--- src/rtl/life_pkg.sv ---
// Shared types and helpers for the Game-of-Life engine.
//   state_t : engine control state (IDLE / RUN / HALT)
//   idx()   : flat bit index of cell (r,c); r=0 is the top row, c=0 the left column
package life_pkg;

  typedef enum logic [1:0] {
    IDLE = 2'd0,
    RUN  = 2'd1,
    HALT = 2'd2
  } state_t;

  function automatic int idx(input int r, input int c, input int cols);
    return r * cols + c;
  endfunction

endpackage

--- src/rtl/life_engine_if.sv ---
// Control/status bundle between a host (master) and the life engine (slave).
//   load, seed, run, step, wrap_en : host -> engine
//   grid, gen_count, running,
//   stable, empty                  : engine -> host
interface life_engine_if #(
  parameter int ROWS  = 8,
  parameter int COLS  = 8,
  parameter int GEN_W = 16
);
  logic                   load;
  logic [ROWS*COLS-1:0]   seed;
  logic                   run;
  logic                   step;
  logic                   wrap_en;
  logic [ROWS*COLS-1:0]   grid;
  logic [GEN_W-1:0]       gen_count;
  logic                   running;
  logic                   stable;
  logic                   empty;

  modport master (
    output load, seed, run, step, wrap_en,
    input  grid, gen_count, running, stable, empty
  );

  modport slave (
    input  load, seed, run, step, wrap_en,
    output grid, gen_count, running, stable, empty
  );
endinterface

--- src/rtl/life_next_gen.sv ---
// Purely combinational B3/S23 successor of a ROWS x COLS grid.
//   grid    : current generation, cell (r,c) at bit r*COLS+c
//   wrap_en : 1 = toroidal edges, 0 = cells outside the grid are dead
//   next    : successor generation
module life_next_gen
  import life_pkg::*;
#(
  parameter int ROWS = 8,
  parameter int COLS = 8
) (
  input  logic [ROWS*COLS-1:0] grid,
  input  logic                 wrap_en,
  output logic [ROWS*COLS-1:0] next
);

  for (genvar r = 0; r < ROWS; r++) begin : g_row
    for (genvar c = 0; c < COLS; c++) begin : g_col
      logic [8:0] nb;
      logic [3:0] cnt;

      // Neighbour coordinates are elaboration-time constants; only the
      // "outside the grid" gating depends on wrap_en at run time.
      for (genvar dr = 0; dr < 3; dr++) begin : g_dr
        for (genvar dc = 0; dc < 3; dc++) begin : g_dc
          localparam int  RR_RAW = r + dr - 1;
          localparam int  CC_RAW = c + dc - 1;
          localparam bit  INSIDE = (RR_RAW >= 0) && (RR_RAW < ROWS) &&
                                   (CC_RAW >= 0) && (CC_RAW < COLS);
          localparam int  RR     = (RR_RAW + ROWS) % ROWS;
          localparam int  CC     = (CC_RAW + COLS) % COLS;
          if (dr == 1 && dc == 1) begin : g_self
            assign nb[dr*3+dc] = 1'b0;
          end else begin : g_nbr
            assign nb[dr*3+dc] = grid[idx(RR, CC, COLS)] & (INSIDE | wrap_en);
          end
        end
      end

      // NOTE: combinational blocks assign a default first so no path leaves
      // the variable holding its old value, which would infer a latch.
      always_comb begin
        cnt = '0;
        for (int k = 0; k < 9; k++) cnt = cnt + 4'(nb[k]);
      end

      assign next[idx(r, c, COLS)] = grid[idx(r, c, COLS)] ? (cnt == 4'd2 || cnt == 4'd3)
                                                           : (cnt == 4'd3);
    end
  end

endmodule

--- src/rtl/life_engine.sv ---
// Game-of-Life engine: holds the current generation and evolves it under
// run/step control with a programmable generation rate.
//   clk, reset : clock, asynchronous active-high reset
//   bus        : life_engine_if slave (load/seed/run/step/wrap_en in;
//                grid/gen_count/running/stable/empty out)
module life_engine
  import life_pkg::*;
#(
  parameter int ROWS   = 8,
  parameter int COLS   = 8,
  parameter int PERIOD = 1,
  parameter int GEN_W  = 16
) (
  input  logic          clk,
  input  logic          reset,
  life_engine_if.slave  bus
);

  localparam int            CW   = (PERIOD > 1) ? $clog2(PERIOD) : 1;
  localparam logic [CW-1:0] LAST = CW'(PERIOD - 1);

  state_t                state;
  logic [ROWS*COLS-1:0]  grid_q;
  logic [ROWS*COLS-1:0]  next_grid;
  logic [GEN_W-1:0]      gen_q;
  logic [GEN_W-1:0]      gen_inc;
  logic [CW-1:0]         rate_cnt;
  logic                  running_q;
  logic                  stable_q;
  logic                  tick;
  logic                  same;

  life_next_gen #(.ROWS(ROWS), .COLS(COLS)) u_next (
    .grid    (grid_q),
    .wrap_en (bus.wrap_en),
    .next    (next_grid)
  );

  assign tick    = (rate_cnt == LAST);
  assign same    = (next_grid == grid_q);
  // Saturating increment: the counter sticks at all-ones.
  assign gen_inc = (gen_q == '1) ? gen_q : gen_q + 1'b1;

  // NOTE: sequential state uses non-blocking assignments so every flop
  // samples the pre-edge values, independent of statement order.
  always_ff @(posedge clk or posedge reset) begin
    if (reset) begin
      state     <= IDLE;
      grid_q    <= '0;
      gen_q     <= '0;
      rate_cnt  <= '0;
      running_q <= 1'b0;
      stable_q  <= 1'b0;
    end else if (bus.load) begin
      state     <= IDLE;
      grid_q    <= bus.seed;
      gen_q     <= '0;
      rate_cnt  <= '0;
      running_q <= 1'b0;
      stable_q  <= 1'b0;
    end else begin
      case (state)
        IDLE: begin
          if (bus.run) begin
            state     <= RUN;
            running_q <= 1'b1;
            rate_cnt  <= '0;
          end else if (bus.step) begin
            grid_q   <= next_grid;
            gen_q    <= gen_inc;
            stable_q <= same;
          end
        end
        RUN: begin
          if (!bus.run) begin
            state     <= IDLE;
            running_q <= 1'b0;
            rate_cnt  <= '0;
          end else begin
            rate_cnt <= tick ? '0 : rate_cnt + 1'b1;
            if (tick) begin
              if (same) begin
                // Nothing would change: freeze and report a fixed point.
                stable_q  <= 1'b1;
                state     <= HALT;
                running_q <= 1'b0;
              end else begin
                grid_q   <= next_grid;
                gen_q    <= gen_inc;
                stable_q <= 1'b0;
              end
            end
          end
        end
        HALT: begin
          if (!bus.run) state <= IDLE;
        end
        default: begin
          state     <= IDLE;
          running_q <= 1'b0;
        end
      endcase
    end
  end

  assign bus.grid      = grid_q;
  assign bus.gen_count = gen_q;
  assign bus.running   = running_q;
  assign bus.stable    = stable_q;
  assign bus.empty     = (grid_q == '0);

endmodule

--- src/flat_wrapper.sv ---
// flat-port wrapper written by rule: the top's interface ports become plain ports
module life_engine_flat import life_pkg::*;
#(
  parameter int ROWS   = 8,
  parameter int COLS   = 8,
  parameter int PERIOD = 1,
  parameter int GEN_W  = 16
)
  (clk, reset, bus_load, bus_seed, bus_run, bus_step, bus_wrap_en, bus_grid, bus_gen_count, bus_running, bus_stable, bus_empty);
  life_engine_if #(.ROWS(ROWS), .COLS(COLS), .GEN_W(GEN_W)) bus_i ();
  input  logic clk;
  input  logic reset;
  input wire logic [$bits(bus_i.load)-1:0] bus_load;
  input wire logic [$bits(bus_i.seed)-1:0] bus_seed;
  input wire logic [$bits(bus_i.run)-1:0] bus_run;
  input wire logic [$bits(bus_i.step)-1:0] bus_step;
  input wire logic [$bits(bus_i.wrap_en)-1:0] bus_wrap_en;
  output wire logic [$bits(bus_i.grid)-1:0] bus_grid;
  output wire logic [$bits(bus_i.gen_count)-1:0] bus_gen_count;
  output wire logic [$bits(bus_i.running)-1:0] bus_running;
  output wire logic [$bits(bus_i.stable)-1:0] bus_stable;
  output wire logic [$bits(bus_i.empty)-1:0] bus_empty;
  assign bus_i.load = bus_load;
  assign bus_i.seed = bus_seed;
  assign bus_i.run = bus_run;
  assign bus_i.step = bus_step;
  assign bus_i.wrap_en = bus_wrap_en;
  assign bus_grid = bus_i.grid;
  assign bus_gen_count = bus_i.gen_count;
  assign bus_running = bus_i.running;
  assign bus_stable = bus_i.stable;
  assign bus_empty = bus_i.empty;
  life_engine #(.ROWS(ROWS), .COLS(COLS), .PERIOD(PERIOD), .GEN_W(GEN_W)) u_core (.clk(clk), .reset(reset), .bus(bus_i));
endmodule
--- config.mk ---
export PLATFORM = sky130hd
export DESIGN_NAME = life_engine_flat
export DESIGN_NICKNAME = d
export VERILOG_FILES = /design/src/rtl/life_pkg.sv /design/src/rtl/life_engine_if.sv /design/src/rtl/life_next_gen.sv /design/src/rtl/life_engine.sv /design/src/flat_wrapper.sv
export SDC_FILE = /design/constraint.sdc
export NUM_CORES = 1
export LEC_CHECK = 0
export CAP_MARGIN = 10
export CORE_ASPECT_RATIO = 1.4
export CORE_MARGIN = 8
export CORE_UTILIZATION = 50
export DETAILED_ROUTE_END_ITERATION = 12
export HOLD_SLACK_MARGIN = 0.1
export PLACE_DENSITY = 0.77
export SKIP_CTS_REPAIR_TIMING = 1
export SLEW_MARGIN = 20
export SYNTH_ARGS = -nofsm -noshare
export SYNTH_HDL_FRONTEND = slang
export SYNTH_SLANG_ARGS = --single-unit
--- constraint.sdc ---
create_clock -name clk -period 12.7 [get_ports clk]
set_clock_uncertainty 0.05 [all_clocks]
set_input_delay 3.175 -clock clk [delete_from_list [all_inputs] [get_ports clk]]
set_output_delay 3.175 -clock clk [all_outputs]
set_load 0.03 [all_outputs]
==> run summary, run 1 <==
- launch instance of the worst register-to-register path: u_core.bus.grid[34]
- Std-Cell Core Area: 35600 µm²
- CTS root buffer: sky130_fd_sc_hd__clkbuf_16
- number of unique standard cell types used by synthesis: 86
- synthesis-to-layout area growth: 13.12%
- class of the worst hold path: flip-flop to flip-flop
- Max stage delay on crit path: 0.80 ns
- number of hold violations in the final report: 0
- final-layout setup total negative slack: 0 ns
- Fill cells: 3249
- net count after synthesis: 2574
- Clock Sink Count: 84
- grt met1 use: 37.30%
- Final ANT Viol Nets: 0
- commonest cells after routing, fill and taps aside: 402 x sky130_fd_sc_hd__inv_1, 244 x sky130_fd_sc_hd__fa_1, 228 x sky130_fd_sc_hd__ha_1
- Post-Syn Instances: 2032
- Max Freq: 0.09796 GHz
- antenna violations before repair: 2
- sequential share of the synthesized area: 11.74%
- category of the worst setup path launch point: input pin
- TritonCTS clock tree: built
- half-perimeter wire length after detailed placement: 59.24 mm
- critical path's top delay family: adder cells
- worst skew pair latency: 0.40 ns
- drt total wl: 72.51 mm
- Tcrit/Tclk final: 80.38%
- overall fraction of global-route tracks in use: 34.59%
- GR Layer Usage met2: 57.06%
- Post-synth top flop: sky130_fd_sc_hd__dfrtp_1
- detailed-routing iteration count for the pre-antenna-repair pass: 7
- average cell area after synthesis: 8.810 µm²
- routability congestion estimate: 1.092
- Crit. End Element: flip-flop
- Worst slew margin: 16.90%
- hold path startpoint: u_core.bus.running
- peak-usage layer in the global routing report: met2
- chain of cells forming the critical path: clkdlybuf4s50_1, buf_4, and2_1, inv_1, fa_1, fa_1, fa_1, inv_1, ha_1, fa_1, and4b_1, a22oi_1, mux2i_1, a211oi_1, nand4_1, nor4b_2, a21o_1, buf_4, o21ai_0, a22o_1
- DR vias/cell: 6.333
- clock transition time at the flip-flop clock pins of the worst setup and hold paths: 0.08 ns
- I/O pin total: 153
- synthesis-stage register bit count: 84
- worst setup slack after layout: 2.491 ns
- largest net degree at the start of global routing: 93
- cell area reported after detailed placement: 19930 µm²
- CP Launch Point: bus_wrap_en
- Overflow after GRT: 0
- Post-Synthesis Cell Area: 17900 µm²
- Slowest cell on crit path: sky130_fd_sc_hd__a211oi_1
- number of warnings issued by yosys: 0
- Die W: 175.9 µm
- EDFF count, synth: 0
- initial core utilization: 50.28%
- die area: 42200 µm²
- data required time at the worst endpoint: 12.94 ns
- routing usage on met3: 7.464%
- Detailed Route Iter0 Violations: 1308
- run status: complete, no violations
- die extent in y: 239.9 µm
- Placement Rows: 82
- number of design rule violations left after detail routing: 0
- slew at the pin closest to its max-slew limit: 1.239 ns
- cts bufs inserted: 9
- share of synthesized flip-flops with an asynchronous set or reset: 100.0%
- library cell appearing most often on the critical path: sky130_fd_sc_hd__fa_1
- port buffer count: 152
- Max Buffers Root-to-Sink: 2
- peak fanout along the critical path: 43
- first-pass GRT wire length: 107.6 mm
- Final Slew Violations: 0
- signal arrival time at the worst endpoint: 10.45 ns
- setup violators final: 0
- WS Path Type: input pin to flip-flop
- number of nets in the layout: 2707
- post-route minimum period: 10.21 ns
- via count: 16.69k
- DR WL/cell: 27.52 µm
- total non-filler cell area in the finished layout: 20250 µm²
- Max H-tree Level: 3
- unrepaired setup endpoints after global routing: false
- layout cells sized above 1: 3.733%
- pre-CTS setup slack: 2.248 ns
- max_cap viols: 0
- critical path buffer and inverter count: 5
- via count of the first global-routing pass: 17.27k
- leading cell type in the layout, fill and taps excluded: sky130_fd_sc_hd__inv_1
==> path summary, 6_finish.rpt <==
kind | to | slack, ns | depth (start not counted)
worst max register to register | u_core.bus.grid[8] | 5.17 | 19
worst min-delay path | u_core.bus.running | 0.52 | 2
worst max-delay path | u_core.bus.grid[8] | 2.49 | 20
max in group asynchronous | u_core.bus.grid[55] | 8.23 | 3
worst min register to register | u_core.bus.running | 0.52 | 2
min in group asynchronous | u_core.bus.grid[40] | 3.16 | 2
==> per-layer routing <==
| layer | up-vias | wire [µm] |
|---|---|---|
| met4 | 2 | 7552 |
| li1 | 7184 | - |
| met5 | - | 14 |
| met3 | 325 | 5692 |
| met2 | 882 | 34040 |
| met1 | 8295 | 25210 |
==> kinds of logic after synthesis <==
family | synth area share [%]
buffers and inverters | 9.576
adders and majority gates | 43.28
xor gates and xnor gates | 0.6361
muxes | 1.342
and+or+nand+nor | 18.30
DFF | 11.74
AOI/OAI and AO/OA | 15.13
==> cell type report <==
class	count	area, µm²	area share, %
antenna	3	7.507	0.03707
clock buffer	11	232.7	1.149
clock inverter	5	62.56	0.3089
inverter	403	1515	7.483
multi-input combinational	1498	14090	69.60
sequential	84	2102	10.38
tap	462	578.1	2.855
timing repair buffer	169	1658	8.187
==> worst reg2reg max path, cell delays in order (launching register included) <==
cell                      delay [ns]
sky130_fd_sc_hd__dfrtp_1        0.71
sky130_fd_sc_hd__inv_1          0.57
sky130_fd_sc_hd__ha_1           0.48
sky130_fd_sc_hd__inv_1          0.05
sky130_fd_sc_hd__fa_1           0.46
sky130_fd_sc_hd__fa_1           0.50
sky130_fd_sc_hd__inv_1          0.05
sky130_fd_sc_hd__fa_1           0.37
sky130_fd_sc_hd__inv_1          0.08
sky130_fd_sc_hd__fa_1           0.45
sky130_fd_sc_hd__a21oi_1        0.26
sky130_fd_sc_hd__o32ai_1        0.25
sky130_fd_sc_hd__a211o_1        0.29
sky130_fd_sc_hd__or4_1          0.56
sky130_fd_sc_hd__or4_4          0.54
sky130_fd_sc_hd__nor4b_4        0.35
sky130_fd_sc_hd__a21o_1         0.57
sky130_fd_sc_hd__buf_4          0.47
sky130_fd_sc_hd__o21ai_0        0.18
sky130_fd_sc_hd__a22o_1         0.20
==> stage by stage <==
stage / std cells / util, % / hold WS, ns
6_report: 2635 / 56.88 / 0.5216
5_1_grt: 2632 / 56.86 / 0.5466
4_1_cts: 2631 / 56.81 / 0.5150
3_5_place_dp: 2615 / 55.99 / 0.4925
3_3_place_gp: 2615 / 55.99 / 0.4930
2_1_floorplan: 2032 / - / 0.5346
==> state kept, by name, indices dropped and copies added, names as in the netlist <==
register,cells
u_core.bus.gen_count,16
u_core.bus.stable,1
u_core.bus.running,1
u_core.state,2
u_core.bus.grid,64
==> cell usage after synthesis (all sizes together), types with 7 or more instances <==
| master | number | area share (%) |
|---|---|---|
| a221o | 12 | 0.67 |
| a211oi | 23 | 0.96 |
| a22oi | 9 | 0.38 |
| o311ai | 9 | 0.44 |
| nand2 | 154 | 3.2 |
| or3b | 12 | 0.59 |
| nand4 | 24 | 0.84 |
| nand2b | 33 | 1.2 |
| a2111oi | 10 | 0.49 |
| nor3b | 17 | 0.71 |
| nor2b | 21 | 0.73 |
| and3 | 21 | 0.73 |
| nor3 | 30 | 0.84 |
| nand3 | 34 | 0.95 |
| and4 | 8 | 0.39 |
| fa | 244 | 27 |
| mux2 | 8 | 0.50 |
| and2 | 32 | 1.1 |
| inv | 403 | 8.5 |
| or4 | 14 | 0.61 |
| mux2i | 15 | 0.84 |
| a21o | 36 | 1.5 |
| buf | 8 | 0.31 |
| o211ai | 7 | 0.29 |
| dfrtp | 84 | 12 |
| o21ai | 68 | 1.9 |
| nor4 | 17 | 0.59 |
| clkbuf | 39 | 0.82 |
| ha | 228 | 16 |
| a31oi | 7 | 0.24 |
| nor2 | 105 | 2.2 |
| nand3b | 22 | 0.92 |
| a21oi | 103 | 2.9 |
| nor4b | 13 | 0.75 |
| and4b | 9 | 0.50 |
| xor2 | 7 | 0.34 |
| o31ai | 33 | 1.6 |
| and3b | 12 | 0.59 |
Power of run 1 is left out: the tool's default activity adds up to more than one toggle a clock period on the data nets, which glitch-free logic cannot reach.
==> run 2, diff against run 1 <==
- clock period: 12.7 -> 9.85 ns (I/O delays scaled with it)
==> run 2 against run 1 <==
Clock-buffer cell count did not move. Die area did not move. Sequential share of layout area decreased by 0.11 points. Global-route usage grew 0.20 points. First-iteration DRC count increased by 8.7%. Non-clock buffer count up 22. Worst setup slack worse by 2.0 ns. Worst hold slack better by 0.0044 ns. Utilization is 0.62 points higher. Register-to-register slack got worse by 2.7 ns. Critical path depth rose by 2. Sequential cell count did not move. Critical path type unchanged. Largest cell class unchanged.
==> run summary, run 2 (synthesized netlist as in run 1, its figures left out) <==
- slew at the pin closest to its max-slew limit: 1.006 ns, was 1.239 ns
- die area: 42200 µm², unchanged
- setup violators final: 0, unchanged
- Crit Reg-Reg Endpoint: u_core.bus.grid[47], was u_core.bus.grid[8]
- Detailed Route Iter0 Violations: 1422, was 1308
- Max Freq: 0.1063 GHz
- category of the worst setup path launch point: input pin, unchanged
- Fill cells: 3224, was 3249
- library cell appearing most often on the critical path: sky130_fd_sc_hd__fa_1, unchanged
- Multi-input gate area: 14090 µm², about the same
- peak fanout along the critical path: 22, was 43
- Max H-tree Level: 3, unchanged
- number of hold violations in the final report: 0, unchanged
- hold worst-path end: u_core.bus.running, unchanged
- I/O pin total: 153, unchanged
- worst skew pair latency: 0.39 ns, was 0.40 ns
- post-route minimum period: 9.409 ns
- Tcrit/Tclk final: 95.52%
- Clock Sink Count: 84, unchanged
- critical path's top delay family: simple AND/OR/NAND/NOR gates, was adder cells
- largest net degree at the start of global routing: 101, was 93
- run status: complete, no violations, unchanged
- CTS root buffer: sky130_fd_sc_hd__clkbuf_16, unchanged
- routability congestion estimate: 1.058, was 1.092
- die extent in y: 239.9 µm, unchanged
- Final Slew Violations: 0, unchanged
- Cells on Worst Hold Path: 2, unchanged
- layout cells sized above 1: 4.699%, was 3.733%
- TritonCTS clock tree: built, unchanged
- routed length on met2: 34.07 mm, was 34.04 mm
- first-pass GRT wire length: 108.3 mm, was 107.6 mm
- chain of cells forming the critical path: dlymetal6s2s_1, buf_4, nand2_1, inv_1, fa_1, inv_1, fa_1, fa_1, inv_1, ha_1, fa_1, nor3b_1, a311oi_1, buf_4, a211o_1, nor4_1, nand4_1, nor4b_2, a21o_1, buf_12, nor3_1, a221o_1, was clkdlybuf4s50_1, buf_4, and2_1, inv_1, fa_1, fa_1, fa_1, inv_1, ha_1, fa_1, and4b_1, a22oi_1, mux2i_1, a211oi_1, nand4_1, nor4b_2, a21o_1, buf_4, o21ai_0, a22o_1
- via count of the first global-routing pass: 17.33k, was 17.27k
- Final ANT Viol Nets: 0, unchanged
- routed length on met3: 6.206 mm, was 5.692 mm
- Crit. End Element: flip-flop, unchanged
- uppermost layer routed: met5, unchanged
- cts bufs inserted: 9, unchanged
- Worst Reg2Reg Path Length in Cells: 17, was 19
- signal arrival time at the worst endpoint: 9.63 ns, was 10.45 ns
- detailed-routing iteration count for the pre-antenna-repair pass: 6, was 7
- Std-Cell Core Area: 35600 µm², unchanged
- Worst slew margin: 32.91%, was 16.90%
- critical path buffer and inverter count: 7, was 5
- flip-flop count of the largest register, all copies and words added: 64, unchanged
- hold path startpoint: u_core.bus.running, unchanged
- unrepaired setup endpoints after global routing: false, unchanged
- class of the worst hold path: flip-flop to flip-flop, unchanged
- WS Path Type: input pin to flip-flop, unchanged
- clock transition time at the flip-flop clock pins of the worst setup and hold paths: 0.07 ns, was 0.08 ns
- port buffer count: 152, unchanged
- launch instance of the worst register-to-register path: u_core.bus.grid[11], was u_core.bus.grid[34]
- initial core utilization: 50.28%, unchanged
- overall fraction of global-route tracks in use: 34.80%, was 34.59%
- Slowest cell on crit path: sky130_fd_sc_hd__nor4_1, was sky130_fd_sc_hd__a211oi_1
- commonest cells after routing, fill and taps aside: 402 x sky130_fd_sc_hd__inv_1, 244 x sky130_fd_sc_hd__fa_1, 228 x sky130_fd_sc_hd__ha_1, unchanged
- Max stage delay on crit path: 0.80 ns, about the same
- detailed-route wire length on metal 1: 24.99 mm, was 25.21 mm
- DR vias/cell: 6.253, was 6.333
- setup slack of the most critical reg-to-reg path: 2.45 ns, was 5.17 ns
- Placement Rows: 82, unchanged
- Overflow after GRT: 0, unchanged
- number of nets in the layout: 2729, was 2707
- drt total wl: 72.42 mm, was 72.51 mm
- Die W: 175.9 µm, unchanged
- data required time at the worst endpoint: 10.08 ns, was 12.94 ns
- antenna violations before repair: 5, was 2
- half-perimeter wire length after detailed placement: 59.54 mm, was 59.24 mm
- Sequential cell area: 2102 µm², unchanged
- synthesis-to-layout area growth: 14.36%, was 13.12%
- leading cell type in the layout, fill and taps excluded: sky130_fd_sc_hd__inv_1, unchanged
- Max Buffers Root-to-Sink: 2, unchanged
- DR WL/cell: 27.25 µm, was 27.52 µm
- worst hold margin: 0.5261 ns, was 0.5216 ns
- max_cap viols: 0, unchanged
- via count: 16.61k, was 16.69k
- number of design rule violations left after detail routing: 0, unchanged
==> run 2: layer usage <==
metal  up-vias  GRT usage, %
li1       7238             -
met1      8163         37.70
met2       873         57.33
met3       332         8.030
met4         8         29.17
met5         -             0
==> run 2: layout make-up <==
type,instances,share of cell area (%)
sequential,84,10.27
clock inverter,5,0.4156
clock buffer,11,1.137
tap,462,2.824
timing repair buffer,191,9.064
multi-input combinational,1498,68.85
antenna,3,0.03667
inverter,403,7.402
==> run 2: worst register-to-register path: stages (launching register included) <==
cell and delay, ns:
sky130_fd_sc_hd__dfrtp_1 0.48, sky130_fd_sc_hd__inv_1 0.61, sky130_fd_sc_hd__fa_1 0.56, sky130_fd_sc_hd__fa_1 0.45, sky130_fd_sc_hd__fa_1 0.48, sky130_fd_sc_hd__inv_1 0.04
sky130_fd_sc_hd__ha_1 0.20, sky130_fd_sc_hd__fa_1 0.55, sky130_fd_sc_hd__nand2_1 0.07, sky130_fd_sc_hd__nor4b_1 0.70, sky130_fd_sc_hd__o32ai_1 0.19, sky130_fd_sc_hd__nor4_1 0.73
sky130_fd_sc_hd__nand4_1 0.48, sky130_fd_sc_hd__nor4b_2 0.42, sky130_fd_sc_hd__a21o_1 0.62, sky130_fd_sc_hd__buf_12 0.27, sky130_fd_sc_hd__nor3_1 0.10, sky130_fd_sc_hd__a221o_1 0.28
==> run 2: worst max-delay path by stage <==
| stage | depth (start not counted) | startpoint | slack (ns) | end |
|---|---|---|---|---|
| finish | 22 | bus_wrap_en | 0.44 | u_core.bus.grid[47] |
| global route | 22 | bus_wrap_en | 0.27 | u_core.bus.grid[49] |
| CTS | 22 | bus_wrap_en | 0.24 | u_core.bus.grid[50] |
| detailed placement | 22 | bus_wrap_en | -0.15 | u_core.bus.grid[49] |
| global placement | 22 | bus_wrap_en | 0.001 | u_core.bus.grid[49] |
| floorplan | 20 | bus_wrap_en | 1.94 | u_core.bus.grid[29] |
==> run 2: per-stage QoR <==
| step | setup slack (ns) | instance area, µm² | utilization [%] | cells | TNS, ns |
|---|---|---|---|---|---|
| 5_1_grt | 0.2716 | 20460 | 57.48 | 2654 | 0 |
| 4_1_cts | 0.2364 | 20460 | 57.47 | 2654 | 0 |
| 6_report | 0.4414 | 20470 | 57.50 | 2657 | 0 |
| 3_5_place_dp | -0.1507 | 20140 | 56.58 | 2638 | -2.252 |
| 3_3_place_gp | 0.001410 | 20140 | 56.58 | 2638 | 0 |
| 2_1_floorplan | 1.939 | 17900 | - | 2032 | 0 |
Power of run 2 is left out for the same reason.
